$ cat src/rtl/mas8_seq_ctrl.sv
// rtl/mas8_seq_ctrl.sv - fetch/decode/execute sequencer for the 8-bit ALU/register-file block
module mas8_seq_ctrl #(
    parameter logic [7:0] PC_RESET = 8'h00,
    parameter logic [3:0] HALT_OP  = 4'b1010,
    parameter int         CNT_W    = 16
) (
    input  logic             clk,
    input  logic             rstz,
    input  logic             start,
    output logic             imem_req,
    output logic [7:0]       imem_addr,
    input  logic             imem_ack,
    input  logic [15:0]      imem_data,
    output logic             dmem_req,
    output logic             dmem_we,
    output logic [7:0]       dmem_addr,
    output logic [7:0]       dmem_wdata,
    input  logic             dmem_ack,
    input  logic [7:0]       dmem_rdata,
    output logic [3:0]       alu_opcode,
    output logic [1:0]       alu_rd,
    output logic [1:0]       alu_ra,
    output logic [7:0]       alu_c,
    output logic             alu_en,
    output logic [7:0]       alu_din,
    input  logic [7:0]       alu_radr,
    input  logic [7:0]       reg_q0,
    input  logic [7:0]       reg_q1,
    input  logic [7:0]       reg_q2,
    input  logic [7:0]       reg_q3,
    output logic [7:0]       pc,
    output logic             halted,
    output logic             illegal,
    output logic [CNT_W-1:0] instr_cnt
);

    typedef enum logic [2:0] {
        S_IDLE,
        S_FETCH,
        S_EXEC,
        S_MEM,
        S_HALTED
    } state_t;

    state_t           state_q, state_d;
    logic [7:0]       pc_q, pc_d;
    logic [15:0]      ir_q, ir_d;
    logic [7:0]       maddr_q, maddr_d;
    logic             illegal_q, illegal_d;
    logic [CNT_W-1:0] cnt_q, cnt_d;

    logic [3:0]       op;
    logic [7:0]       store_data;

    assign op = ir_q[15:12];

    // ALU fields follow ir continuously so alu_radr is valid in EXEC and MEM
    assign alu_opcode = ir_q[15:12];
    assign alu_rd     = ir_q[11:10];
    assign alu_ra     = ir_q[9:8];
    assign alu_c      = ir_q[7:0];
    assign alu_din    = dmem_rdata;

    assign imem_addr  = pc_q;
    assign dmem_addr  = maddr_q;
    assign dmem_we    = (op == 4'b1001);
    assign dmem_wdata = store_data;

    assign pc         = pc_q;
    assign illegal    = illegal_q;
    assign instr_cnt  = cnt_q;
    assign halted     = (state_q == S_HALTED);

    // Store data comes from the register addressed by ir.rd
    always_comb begin
        store_data = reg_q0;
        case (ir_q[11:10])
            2'd0:    store_data = reg_q0;
            2'd1:    store_data = reg_q1;
            2'd2:    store_data = reg_q2;
            default: store_data = reg_q3;
        endcase
    end

    // State and datapath registers; reset wins over any pending handshake
    always_ff @(posedge clk) begin
        if (!rstz) begin
            state_q   <= S_IDLE;
            pc_q      <= PC_RESET;
            ir_q      <= 16'h0000;
            maddr_q   <= 8'h00;
            illegal_q <= 1'b0;
            cnt_q     <= '0;
        end else begin
            state_q   <= state_d;
            pc_q      <= pc_d;
            ir_q      <= ir_d;
            maddr_q   <= maddr_d;
            illegal_q <= illegal_d;
            cnt_q     <= cnt_d;
        end
    end

    // Next-state, request and enable generation
    always_comb begin
        state_d   = state_q;
        pc_d      = pc_q;
        ir_d      = ir_q;
        maddr_d   = maddr_q;
        illegal_d = illegal_q;
        cnt_d     = cnt_q;
        imem_req  = 1'b0;
        dmem_req  = 1'b0;
        alu_en    = 1'b0;

        case (state_q)
            S_IDLE: begin
                if (start) begin
                    state_d = S_FETCH;
                end
            end

            S_FETCH: begin
                imem_req = 1'b1;
                if (imem_ack) begin
                    ir_d    = imem_data;
                    state_d = S_EXEC;
                end
            end

            S_EXEC: begin
                // HALT_OP is checked first so it takes priority over any other decode
                if (op == HALT_OP) begin
                    pc_d    = pc_q + 8'd1;
                    cnt_d   = cnt_q + CNT_W'(1);
                    state_d = S_HALTED;
                end else begin
                    case (op)
                        4'b0000, 4'b0001, 4'b0010, 4'b0011,
                        4'b0100, 4'b0101, 4'b0110, 4'b0111,
                        4'b1100, 4'b1101: begin
                            alu_en  = 1'b1;
                            pc_d    = pc_q + 8'd1;
                            cnt_d   = cnt_q + CNT_W'(1);
                            state_d = S_FETCH;
                        end
                        4'b1111: begin
                            pc_d    = alu_radr;
                            cnt_d   = cnt_q + CNT_W'(1);
                            state_d = S_FETCH;
                        end
                        4'b1000, 4'b1001: begin
                            maddr_d = alu_radr;
                            state_d = S_MEM;
                        end
                        4'b1011, 4'b1110: begin
                            illegal_d = 1'b1;
                            pc_d      = pc_q + 8'd1;
                            state_d   = S_FETCH;
                        end
                        default: begin
                            // Opcode slot freed when HALT_OP is moved: skip it silently
                            pc_d    = pc_q + 8'd1;
                            state_d = S_FETCH;
                        end
                    endcase
                end
            end

            S_MEM: begin
                dmem_req = 1'b1;
                if (dmem_ack) begin
                    alu_en  = !dmem_we;
                    pc_d    = pc_q + 8'd1;
                    cnt_d   = cnt_q + CNT_W'(1);
                    state_d = S_FETCH;
                end
            end

            S_HALTED: begin
                if (start) begin
                    state_d = S_FETCH;
                end
            end

            default: begin
                state_d = S_IDLE;
            end
        endcase
    end

endmodule

$ cat config.mk
export PLATFORM = sky130hd
export DESIGN_NAME = mas8_seq_ctrl
export DESIGN_NICKNAME = d
export VERILOG_FILES = /design/src/rtl/mas8_seq_ctrl.sv
export SDC_FILE = /design/constraint.sdc
export NUM_CORES = 1
export LEC_CHECK = 0
export ABC_AREA = 0
export BUFFER_PORTS_ARGS = -buffer_cell sky130_fd_sc_hd__buf_2
export CORE_UTILIZATION = 31
export CTS_BUF_LIST = sky130_fd_sc_hd__clkbuf_16
export DETAILED_ROUTE_END_ITERATION = 12
export GPL_ROUTABILITY_DRIVEN = 0
export GPL_TIMING_DRIVEN = 1
export SYNTH_ARGS = -nofsm -noshare
export SYNTH_HDL_FRONTEND = slang
export SYNTH_SLANG_ARGS = --single-unit
$ cat constraint.sdc
create_clock -name clk -period 3.5 [get_ports clk]
set_clock_uncertainty 0.15 [all_clocks]
set_input_delay 0.525 -clock clk [delete_from_list [all_inputs] [get_ports clk]]
set_output_delay 0.525 -clock clk [all_outputs]
set_load 0.01 [all_outputs]
# [Word level (Yosys, flattened, before mapping)]
# Index checks and enable logic that the tools add are counted.
[totals] ff_bits=52 latch_bits=0 mem_bits_rw=0 romBits=0 output_inout_bits=78 memories=0
[classes] add_sub_neg=2 mul=0 div_mod_pow=0 magnitude_cmp=0 n_eq_ne=26 shifts=0 n_mux=21 n_bitwise=1 n_reduce_logical=16
[op_table] operator="$mux W16" count=3
[op_table] operator="$eq A4 B4 Y1 const B" count=8
[op_table] operator="$pmux W16 S2" count=1
[op_table] operator="$pmux W8 S2" count=2
[op_table] operator="$pmux W8 S3" count=1
[op_table] operator="$add A16 B1 Y16 const B" count=1
[op_table] operator="$eq A4 B3 Y1 const B" count=4
[op_table] operator="$mux W8" count=2
[op_table] operator="$reduce_and A3 Y1" count=5
[op_table] operator="$mux W3" count=4
[op_table] operator="$pmux W3 S4" count=1
[op_table] operator="$reduce_or A11 Y1" count=1
[op_table] operator="$reduce_or A10 Y1" count=1
[op_table] operator="$add A8 B1 Y8 const B" count=1
[op_table] operator="$eq A4 B2 Y1 const B" count=2
[op_table] operator="$eq A3 B2 Y1 const B" count=2
[op_table] operator="$ne A3 B3 Y1 const B" count=2
[op_table] operator="$reduce_or A2 Y1" count=3
[op_table] operator="$mux W1" count=5
[op_table] operator="$eq A4 B1 Y1 const B" count=1
[op_table] operator="$logic_not A4 Y1" count=1
[op_table] operator="$ne A2 B2 Y1 const B" count=2
[op_table] operator="$eq A3 B1 Y1 const B" count=1
[op_table] operator="$eq A3 B3 Y1 const B" count=1
[op_table] operator="11 further kinds" count=11

# [Longest topological paths before layout]
# Gate-level depths: netlist of the first run.
[logic_depth] depth_word=5 mapped_depth=8 ltp_nobuf=6

# [Worst setup path before layout of the first run]
# OpenSTA, ideal clock, no wires.
[synth_path] path_type="reg2out" startpoint="reg ir_q[10]" endpoint="out dmem_wdata[0]" t_arrival_ns=1.187 path_slack_ns=1.638 stages_incl_launch_ff=3 cell_sequence="dfxtp_1 > buf_2 > mux4_2"
[synth_between] elab_chain_cells=2
[synth_rtl] item="start, declared" line_no="47" source="logic [15:0] ir_q, ir_d;"
[synth_rtl] item="start signal, assigned" line_no="97" source="ir_q <= ir_d;"
[synth_rtl] item="$eq A2 B2 Y1 (tied with other cells)" line_no="77" source="case (ir_q[11:10])"
[synth_rtl] item="$pmux W8 S3 (*)" line_no="77"
[synth_rtl] item="end, declared" line_no="17" source="output logic [7:0] dmem_wdata,"
# Mark *: on every way between the ends. The rest lies on a longest branch, timed or not.

# [Final worst setup path of the first run]
[layout_path] startpoint="reg ir_q[10]" endpoint="out dmem_wdata[6]"
# The elaborated chain is that of the path after synthesis.

==> metrics list, run 1 <==
- The floorplan has 34 rows.
* Layout area overhead: 27.1%
- Reported leakage power: ~1.5 nW
- After synthesis, the netlist uses 50 different library cells.
- When the netlist entered floorplanning its net count stood at 392.
* Synth warnings: 0
- Broken down by cell family, the worst path's largest delay share belongs to flip-flops.
- Final #Nets: around 500
- Of the total power, combinational logic draws 0.112.
- Max-cap violations in this run came to 0.
* Count of inserted antenna diode cells: 0
- In this run, the number of DRC markers left after iteration 0 of detailed routing was 73.
- Maximum buffer depth of the clock tree: 2
- Final Max Tran Viols: 0
* Fillcell total: ~910
- Sorting the synthesized cells by area gives the leading types as sky130_fd_sc_hd__dfxtp_1 38%, sky130_fd_sc_hd__nand2_1 7.9%, sky130_fd_sc_hd__a21oi_1 6.5%.
* Synthesized area divided by synthesized cell count: between 8 and 9 um^2
* Simple-Gate Fraction of Synth Area: 0.212
- Worst Hold Class: register to register
- Cell accounting for the most synthesized area: sky130_fd_sc_hd__dfxtp_1
- Of the cells placed in the final design, the portion with a size suffix greater than 1 is 0.383.
- The finished cells cover approximately 0.0035 mm^2.
- Sequential share of the synthesized area: 0.377
- The number of hold-slack violations in the final timing report came to 0.
- Of the total synthesized cell area, the portion taken by XOR and XNOR cells is 0.0503.
- For this run, the leading register cell type out of synthesis is sky130_fd_sc_hd__dfxtp_1.
- In this run the tightest slew margin relative to its limit is 0.463.
- Post-synthesis sequential element count: 52
- After clock tree synthesis, the setup repair step added 0 buffers.
- The H-tree was split into 2 levels.
- For this run, design rule violations remaining after detail routing come to 0.
* Final Critical Period: 2.35 ns
* Total iterations of the first detailed-routing run: 4
- Clock insertion delay at the later pin of the skew report: between 0.2 and 0.3 ns
- Arr. time, crit path: 1.67 ns
* Nature of the critical path startpoint: register
- Internal: between 0.001 and 0.0015 W
- For the worst setup path, the data required time is about 2.8 ns.
- Buffers inserted to repair hold after CTS numbered 0.
- The number of global-route vias before repair was around 2100.
- WL final: between 7000 and 8000 um
- After synthesis, the largest family of logic cells by area is simple AND/OR/NAND/NOR gates.
* Post-Synthesis Cells: 321
- Power spread over the standard cell area amounts to around 380 mW/mm^2.
- First-pass GRT wire length: between 10000 and 15000 um
- Total setup violations reported at the end of the flow: 0
* Y dimension of the die: slightly below 100 um
- Sequential Power Share: 0.467
- Of the total power, the clock network draws 0.421.
- The synthesized netlist occupies a cell area of roughly 0.0028 mm^2.
- The initial utilization of the core area, before any placement, comes to 0.318.
- Largest net degree at the start of global routing: 47
- Count of buffer and inverter cells on the critical path: 1
- Number of sinks on the clock net: 52
- Number of antenna violations at the first check in global routing: 0
- Period Utilization, post-route: 0.671
- The floorplan step defined a core boundary enclosing 0.00868 mm^2.
* Worst-path fanout max: 10
* Post-synth EDFFs: 0
* Adder-cell share of the synthesized area: 0.00907
* Count of instances resized after the clock tree is built: 0
* CP Cell Sequence: mux4_2 > buf_2
- Clock-pin slew was measured on the worst setup and hold paths at 0.07 ns.
* Category of the critical setup timing path: register to output port
- Measured against the total synthesized area, the mux share comes to 0.0911.
- CP max stage cell: sky130_fd_sc_hd__dfxtp_1
* Via density: between 4 and 5
* Clock Tree Root: sky130_fd_sc_hd__clkbuf_16
* Full die area: between 0.009 and 0.01 mm^2
* Summed negative setup slack over all endpoints: 0 ns
- For this design the top-level I/O count stands at 147.
- Most frequent cell after synthesis: sky130_fd_sc_hd__nand2_1
- In the final routed layout, each cell accounts on average for approximately 14 um.
- CTS Buf Count: 5
* Switch share: 0.242
- Via count of the routed design: between 2000 and 3000
- Of all flip-flops after synthesis, the portion carrying an async set or reset was 0.
- CTS tree: yes
- Summed over all nets, the switching power comes to between 0.0003 and 0.0004 W.
- The flow ran to the end, and the final reports show no timing, DRC or antenna violations.
- The largest single stage delay on the critical path is 0.66 ns.
* Worst vdd ir: between 0.15 and 0.2 mV
- Most numerous cell types in the synthesized netlist: 58 x sky130_fd_sc_hd__nand2_1, 52 x sky130_fd_sc_hd__dfxtp_1, 36 x sky130_fd_sc_hd__a21oi_1
* Overall overflow remaining after global route: 0
* Top cell type's share of synthesized area: 0.377
* Global routing usage summed across all routing layers: 0.150
- Max frequency: about 430 MHz
* Setup repair after global routing missed its margin: no
- In this run the cell area measured after placement is 0.00334 mm^2.
- Once detail routing completed, the nets flagged for antenna violations numbered 0.
- The worst setup path is captured at an output port.
- Input and output buffers added on the ports amount to between 100 and 150.
- For the pin with the worst max-slew slack, the measured transition is 0.804 ns.
- Complex-gate fraction of the synthesized area: 0.169
- The die is 96.4 um wide.
* Detail Placement HPWL: roughly 5500 um
[power by group through the flow]
stage	registers (W)	clock network (W)	logic [W]
3_3_place_gp	0.000635	0	0.000148
6_report	0.000622	0.000560	0.000149
3_5_place_dp	0.000636	0	0.000151
2_1_floorplan	0.000630	0	0.000102
4_1_cts	0.000622	0.000578	0.000152
5_1_grt	0.000624	0.000597	0.000167
[flip-flops by register name (all words and copies together), names as in the netlist]
signal / cells
instr_cnt: 16
imem_addr: 8
dmem_addr: 8
state_q: 3
ir_q: 16
illegal: 1
[cell families (layout without fill, tap and decap cells)]
kind of cell	count (synthesis)	after routing
flip-flops	52	52
AO/OA/AOI/OAI	69	69
adder cells (fa/ha/maj)	2	2
multiplexers	15	15
buffers and inverters	45	150
AND/OR/NAND/NOR	123	123
XOR/XNOR	15	15
[metrics by stage]
stage | utilization | hold WS [ns] | power (W) | instances | setup WS, ns
finish | 0.404 | 0.304 | 0.00133 | 534 | 1.15
CTS | 0.404 | 0.308 | 0.00135 | 534 | 1.10
detailed placement | 0.385 | 0.298 | 0.000787 | 526 | 1.38
global route | 0.404 | 0.310 | 0.00139 | 534 | 1.00
global placement | 0.385 | 0.292 | 0.000783 | 526 | 1.44
floorplan | - | 0.330 | 0.000731 | 321 | 1.64
[metal layers]
| metal | vias up | part of all wire | GRT usage |
|---|---|---|---|
| met4 | 0 | 0.0072 | 0.0392 |
| li1 | 1307 | - | - |
| met3 | 5 | 0.052 | 0.0450 |
| met5 | - | 0 | 0 |
| met1 | 1179 | 0.46 | 0.200 |
| met2 | 56 | 0.48 | 0.235 |
[cells in the final DEF (no fill, tap or decap), drive strengths merged, types with 2 or more instances in the layout]
master / count
a2111oi: 5
a211oi: 7
a21oi: 37
a31oi: 2
and2: 3
and3: 3
buf: 131
clkbuf: 5
clkinv: 2
dfxtp: 52
ha: 2
inv: 11
mux2i: 6
mux4: 8
nand2: 58
nand2b: 6
nand3: 9
nand4: 5
nor2: 26
nor2b: 2
nor3: 3
nor3b: 2
nor4: 2
o21ai: 7
o22ai: 5
or2: 2
xnor2: 13
xor2: 2
[tightest hold or removal path, stage by stage (launching register included)]
cell,delay [ns]
sky130_fd_sc_hd__dfxtp_1,0.31
sky130_fd_sc_hd__nand2_1,0.05
sky130_fd_sc_hd__a21oi_1,0.05
[layout make-up]
type / count / area (um^2) / share of cell area
Clock buffer: 5 / 125 / 0.0357
Clock inverter: 3 / 42.5 / 0.0121
Inverter: 11 / 41.3 / 0.0118
Multi-Input combinational cell: 224 / 1470 / 0.418
Sequential cell: 52 / 1040 / 0.297
Tap cell: 108 / 135 / 0.0385
Timing Repair Buffer: 131 / 658 / 0.188
[path summary, 6_finish.rpt]
check	start	end	slack (ns)	cells after the start
worst min register to register	ir_q[9]	ir_q[9]	0.30	2
worst min-delay path	ir_q[9]	ir_q[9]	0.30	2
worst max register to register	state_q[1]	instr_cnt[13]	1.39	5
worst max-delay path	ir_q[10]	dmem_wdata[6]	1.15	2
Power figures use the tool's default switching activity.
==> run 2, diff against run 1 <==
Clock period 3.5 ns to 2.18 ns, I/O delays scaled along.
==> run 2 against run 1 <==
  * Final cell count grew 1.7%
  * Core utilization grew 0.78 points
  * First-iteration DRC count grew 52%
  * Combinational power grew 72%
  * Hold slack lost 0.19 ns
  * Via count grew 3.7%
  * Highest routed layer unchanged
  * Clock power grew 60%
  * Count of clock-buffer cells in the layout is the same
==> metrics list, run 2 (synthesis results as in run 1) <==
* Result of the run: finished, final reports clean
- Most common library cell in the layout ignoring fill and taps: sky130_fd_sc_hd__buf_2
* Most frequent cells in the layout: 130 x sky130_fd_sc_hd__buf_2, 58 x sky130_fd_sc_hd__nand2_1, 52 x sky130_fd_sc_hd__dfxtp_1
* Worst-path fanout max: 10 (unchanged)
- The total congestion overflow after global routing came to 0 (unchanged).
- The count of routing violations after the opening detailed-route iteration came to 111 (+52%).
- CTS tree: yes
- Worst vdd ir: 0.310 mV (+77%)
- The boundary pin count is 147 (unchanged).
- H-tree Lvls: 2 (unchanged)
- The static leakage came to 1.57 nW (+3.1%).
* Sequential Power Share: 0.462 (-0.005)
- The worst slew margin relative to its limit was 0.534 (+0.0711).
* Effective utilization at floorplan: 0.318 (unchanged)
- The total of max-cap violations came to 0 (unchanged).
* Nature of the critical path startpoint: register
- The switching power is 0.000517 W (+61%).
* Count of instances resized after the clock tree is built: 0 (unchanged)
* Internal: 0.00163 W (+61%)
- The post-DP HPWL was 5610 um (+2.2%).
- The number of buffers added by the clock tree synthesis step is 5 (unchanged).
- The post-detailed-route count of antenna-violating nets is 0 (unchanged).
* Y dimension of the die: 96.4 um (unchanged)
- The sum of negative setup slack came to 0 ns (unchanged).
* Full die area: 0.00929 mm^2 (unchanged)
- The path class of the tightest hold or removal check is primary input to register.
- Remaining DRCs: 0 (unchanged)
- Total iterations of the first detailed-routing run: 4 (unchanged)
- IO buf count: 130 (unchanged)
- The final antenna diode count is 0 (unchanged).
* Layout area overhead: 29.6%
- Std-Cell Core Area: 0.00868 mm^2 (unchanged)
* Final Critical Period: about 1.9 ns
* Clock Tree Root: sky130_fd_sc_hd__clkbuf_16
- The floorplan die width was 96.4 um (unchanged).
- Total power per unit cell area: 600 mW/mm^2 (+58%)
* Least-Margin Pin Slew: 0.698 ns (-0.106 ns)
- The deepest clock path buffer count came to 2 (unchanged).
- The share of total power in combinational logic was 0.120 (+0.008).
* Layout cells sized above 1: 0.395 (+0.0128)
* Final #Nets: 505 (+1.8%)
- The minimum hold slack is 0.118 ns (-0.186 ns).
* Element type at the critical path end: output port
- Via density: 4.87 (+2.0%)
- The pin count of the biggest net entering global routing was 42 (-11%).
- Clock network fraction of design power: 0.418 (-0.003)
* First-pass GRT wire length: 11300 um (+6.0%)
* Clock transition at the register clock pins on the worst setup and hold paths after CTS: 0.07 ns (about the same)
* WL final: 7390 um (+1.8%)
- Category of the critical setup timing path: register to output port
* Switch share: 0.241 (-0.000803)
- Max frequency: a little over 500 MHz
* Period Utilization, post-route: 0.891
- The number of buffers added for setup after CTS was 0 (unchanged).
- The sink count of the clock tree is 52 (unchanged).
- The final-report setup violation count was 0 (unchanged).
* Final worst slack: 0.237 ns (-0.915 ns)
* Global routing usage summed across all routing layers: 0.157 (+0.00719)
- The number of global-route vias before repair was 2285 (+7.4%).
- Clock insertion delay at the later pin of the skew report: 0.29 ns (about the same)
* Setup repair after global routing missed its margin: no
- Via count of the routed design: 2642 (+3.7%)
- Final hold viol count: 0 (unchanged)
- The number of antenna violations at the first check in global routing was 0 (unchanged).
* Arr. time, crit path: 1.47 ns (-0.20 ns)
- The number of buffers added to fix hold violations after cts is 0 (unchanged).
- The detail-routed net length per standard cell came to 13.6 um (about the same).
- Final Max Tran Viols: 0 (unchanged)
- The number of standard-cell rows in the floorplan came to 34 (unchanged).
* Post-placement worst setup slack: 0.298 ns (-1.09 ns)
- CP required: 1.70 ns (-1.12 ns)
==> run 2: changes by cell type in the layout (fill, tap and decap cells not counted), sizes merged <==
cell	delta
buf	+9
==> run 2: worst paths after layout <==
path | startpoint | to | slack (ns) | cells after the start
max | ir_q[10] | dmem_wdata[2] | 0.24 | 3
min | imem_data[11] | ir_q[11] | 0.12 | 3
max reg2reg | ir_q[14] | instr_cnt[15] | 0.28 | 4
min reg2reg | ir_q[3] | ir_q[3] | 0.30 | 2
==> run 2: worst max-delay path: stages, from the launching register on <==
cell                      delay, ns
sky130_fd_sc_hd__dfxtp_1       0.31
sky130_fd_sc_hd__buf_4         0.20
sky130_fd_sc_hd__mux4_2        0.51
sky130_fd_sc_hd__buf_2         0.15
==> run 2: area by class of cell <==
| type | instances | area [um^2] |
|---|---|---|
| Multi-Input combinational cell | 224 | 1470 |
| Sequential cell | 52 | 1040 |
| Inverter | 11 | 41.3 |
| Clock buffer | 5 | 125 |
| Clock inverter | 3 | 42.5 |
| Timing Repair Buffer | 140 | 726 |
| Fill cell | 932 | 5100 |
| Tap cell | 108 | 135 |
==> run 2: per-stage QoR <==
stage / instances / util / cell area (um^2) / power [W]
final: 543 / 0.412 / 3580 / 0.00215
after global routing: 543 / 0.412 / 3580 / 0.00225
after CTS: 543 / 0.412 / 3580 / 0.00217
after detailed placement: 535 / 0.393 / 3410 / 0.00127
after global placement: 535 / 0.393 / 3410 / 0.00127
after floorplan: 321 / - / 2760 / 0.00117
==> run 2: per-layer routing <==
layer	vias to the layer above	global-route usage	part of all wire
met4	0	0.0429	0.0095
met5	-	0	0
met1	1256	0.211	0.45
met2	58	0.251	0.49
li1	1322	-	-
met3	6	0.0371	0.048
==> run 2: power groups by stage <==
stage | Sequential [W] | Combinational [W] | Clock [W]
2_1_floorplan | 0.00101 | 0.000163 | 0
3_3_place_gp | 0.00101 | 0.000256 | 0
3_5_place_dp | 0.00101 | 0.000259 | 0
4_1_cts | 0.000992 | 0.000259 | 0.000922
5_1_grt | 0.000995 | 0.000288 | 0.000963
6_report | 0.000992 | 0.000257 | 0.000898
==> run 3, diff against run 2 <==
Settings changed: CORE_MARGIN set to 5.
==> run 3 against run 2 <==
  * Hold slack improved by 0.0014 ns
  * Core utilization decreased by 0.40 points
  * Die area increased by 17%
  * Count of clock-buffer cells in the layout unchanged
  * Wire length increased by 7.6%
  * Via count decreased by 1.3%
  * Combinational power about the same
  * Clock power decreased by 12%
  * Non-clock buffer count increased by 1
  * Largest cell class unchanged
  * Largest power group unchanged
==> metrics list, run 3 (synthesis results as in run 1) <==
* Critical register-to-register path startpoint: ir_q[14]
- Post-Place Cell Area: 0.00342 mm^2 (+0.22%)
- Largest net degree at the start of global routing: 32 (-24%)
- Number of antenna violations at the first check in global routing: 0 (unchanged)
* Worst Hold Class: primary input to register
- The worst slew margin relative to its limit was 0.528 (-0.00687).
- The area growth from synthesis to layout is 28.9%.
* Global routing usage summed across all routing layers: 0.139 (-0.0178)
- Least-Margin Pin Slew: 0.708 ns (+0.0103 ns)
- Remaining DRCs: 0 (unchanged)
- The switching power share of the total is 0.257 (+0.0161).
- The effective utilization at floorplan was 0.316 (-0.00155).
- In this run the most critical hold path is launched from imem_data[4].
- Die X-Extent: 104 um (+8.3%)
- The fraction of power consumed by the clock network came to 0.386 (-0.032).
- Leaving out fill and tap cells, the most frequent cells in the layout are 130 x sky130_fd_sc_hd__buf_2, 58 x sky130_fd_sc_hd__nand2_1, 52 x sky130_fd_sc_hd__dfxtp_1.
- Post-placement worst setup slack: 0.238 ns (-0.0600 ns)
- Part of the total power dissipated in combinational logic: 0.127 (+0.007)
- The number of hold-slack violations in the final timing report is 0 (unchanged).
- Summed area of non-filler cells in the final layout: 0.00356 mm^2 (-0.49%)
* Count of inserted antenna diode cells: 0 (unchanged)
- I/O Pins: 147 (unchanged)
* Footprint of the multi-input gates: 0.00147 mm^2 (unchanged)
* Max-cap violations: 0 (unchanged)
- The design internal power came to 0.00151 W (-7.1%).
- The insertion delay to the later sink of the worst-skew pair is 0.29 ns (about the same).
- Clock Tree Root: sky130_fd_sc_hd__clkbuf_16
- Final #Nets: 506 (+0.20%)
- Layout cells sized above 1: 0.397 (+0.00139)
- TritonCTS built the clock tree.
- Period Utilization, post-route: 0.932 (+0.0408)
- The core footprint is 0.00872 mm^2 (+0.49%).
- Final worst slack: 0.149 ns (-0.0889 ns)
- The number of buffers added to fix hold violations after cts was 0 (unchanged).
* WL final: 7950 um (+7.6%)
* Worst-case reg-to-reg path depth: 4 (unchanged)
- Via count of the routed design: 2608 (-1.3%)
- The register-to-register path setup slack is 0.20 ns (-0.08 ns).
* FP Rows: 34 (unchanged)
- The worst setup path is launched from a register.
- The total of cells resized after clock tree synthesis was 0 (unchanged).
* Final routed wire length divided by cell count: 14.6 um (+7.4%)
- The clock period minus final worst setup slack came to 2.03 ns (+0.0889 ns).
- Register area: 0.00104 mm^2 (unchanged)
- Clock transition at the register clock pins on the worst setup and hold paths after CTS: 0.07 ns (about the same)
- Final hold slack: 0.119 ns (+0.00135 ns)
- The port buffer count came to 130 (unchanged).
- The worst setup path is captured at an output port.
* Category of the critical setup timing path: register to output port
- Summed negative setup slack over all endpoints: 0 ns (unchanged)
* Detail Placement HPWL: 6120 um (+9.2%)
* Worst r2r dst: instr_cnt[15]
- The deepest clock path buffer count was 2 (unchanged).
- Worst-path fanout max: 8 (-2)
* Count of buffers added by post-CTS timing repair for setup: 0 (unchanged)
* Overall overflow remaining after global route: 0 (unchanged)
* First-pass GRT wire length: 12800 um (+13%)
* Arr. time, crit path: 1.55 ns (+0.08 ns)
- The overall die height came to 104 um (+8.3%).
- Max frequency: 492 MHz (-4.4%)
- Number of sinks on the clock net: 52 (unchanged)
* Total power per unit cell area: 573 mW/mm^2 (-4.6%)
- CTS Buf Count: 5 (unchanged)
* Fillcell total: 871 (-6.5%)
- NetSw: 0.000524 W (+1.3%)
- Starting DRC count in detailed routing: 129 (+16%)
- ANT nets after route: 0 (unchanged)
* Worst vdd ir: 0.315 mV (+1.6%)
- Reported leakage power: 1.56 nW (-0.32%)
- Final Max Tran Viols: 0 (unchanged)
- The number of optimization iterations in the first detailed-route pass is 4 (unchanged).
- Full die area: 0.0109 mm^2 (+17%)
* CP required: 1.70 ns (about the same)
- The flow ran to the end, and the final reports show no timing, DRC or antenna violations.
- The final-report setup violation count was 0 (unchanged).
* Number of global-route vias before repair: 2567 (+12%)
- Leaving out fill and tap cells, the most frequent cell in the layout is sky130_fd_sc_hd__buf_2.
- Setup repair after global routing left no endpoint under its margin.
* H-tree Lvls: 2 (unchanged)
- Endpoint with the worst hold slack: ir_q[4]
- Sequential Power Share: 0.487 (+0.025)
- The vias per cell came to 4.79 (-1.5%).
* Min-Delay Path Depth: 3 (unchanged)
## run 3: changes by cell type in the layout (fill, tap and decap cells not counted)
cell,previous run,this run
sky130_fd_sc_hd__bufinv_16,1,0
sky130_fd_sc_hd__clkinv_4,1,0
sky130_fd_sc_hd__buf_4,10,11
sky130_fd_sc_hd__clkinv_2,0,1
sky130_fd_sc_hd__inv_6,0,1
## run 3: worst max-delay path by stage
stage / startpoint / to / cells past startpoint
after floorplan: ir_q[14] / imem_addr[3] / 6
after global placement: ir_q[14] / instr_cnt[15] / 4
after detailed placement: ir_q[14] / instr_cnt[15] / 4
after CTS: state_q[1] / alu_en / 5
after global routing: state_q[1] / alu_en / 5
final: state_q[1] / alu_en / 5
## run 3: final cells by class
type | instances | share of cell area
Multi-Input combinational cell | 224 | 0.412
Sequential cell | 52 | 0.293
Timing Repair Buffer | 141 | 0.206
Tap cell | 108 | 0.0380
Clock buffer | 5 | 0.0352
Inverter | 11 | 0.0116
Clock inverter | 3 | 0.00492
## run 3: critical path, cell delays in order, from the launching register on
cell and delay [ns]:
sky130_fd_sc_hd__dfxtp_1 0.39, sky130_fd_sc_hd__and2b_1 0.22, sky130_fd_sc_hd__buf_4 0.20, sky130_fd_sc_hd__nand2_1 0.11
sky130_fd_sc_hd__a31oi_1 0.17, sky130_fd_sc_hd__buf_2 0.17
## run 3: power by group through the flow
stage               logic [W]  clock network [W]  registers [W]
floorplan            0.000163                  0        0.00101
global placement     0.000257                  0        0.00101
detailed placement   0.000262                  0        0.00101
CTS                  0.000263           0.000814       0.000992
global route         0.000288           0.000844       0.000995
finish               0.000259           0.000787       0.000992
## run 3: stage by stage
step,utilization,power [W],instances
2_1_floorplan,-,0.00117,321
3_3_place_gp,0.392,0.00127,536
3_5_place_dp,0.392,0.00128,536
4_1_cts,0.408,0.00207,544
5_1_grt,0.408,0.00213,544
6_report,0.408,0.00204,544
## run 3: per-layer routing
layer,GRT usage,routed length [um],vias to the layer above
li1,-,-,1320
met1,0.172,3390,1205
met2,0.233,3940,68
met3,0.0385,452,15
met4,0.0453,160,0
met5,0,0,-
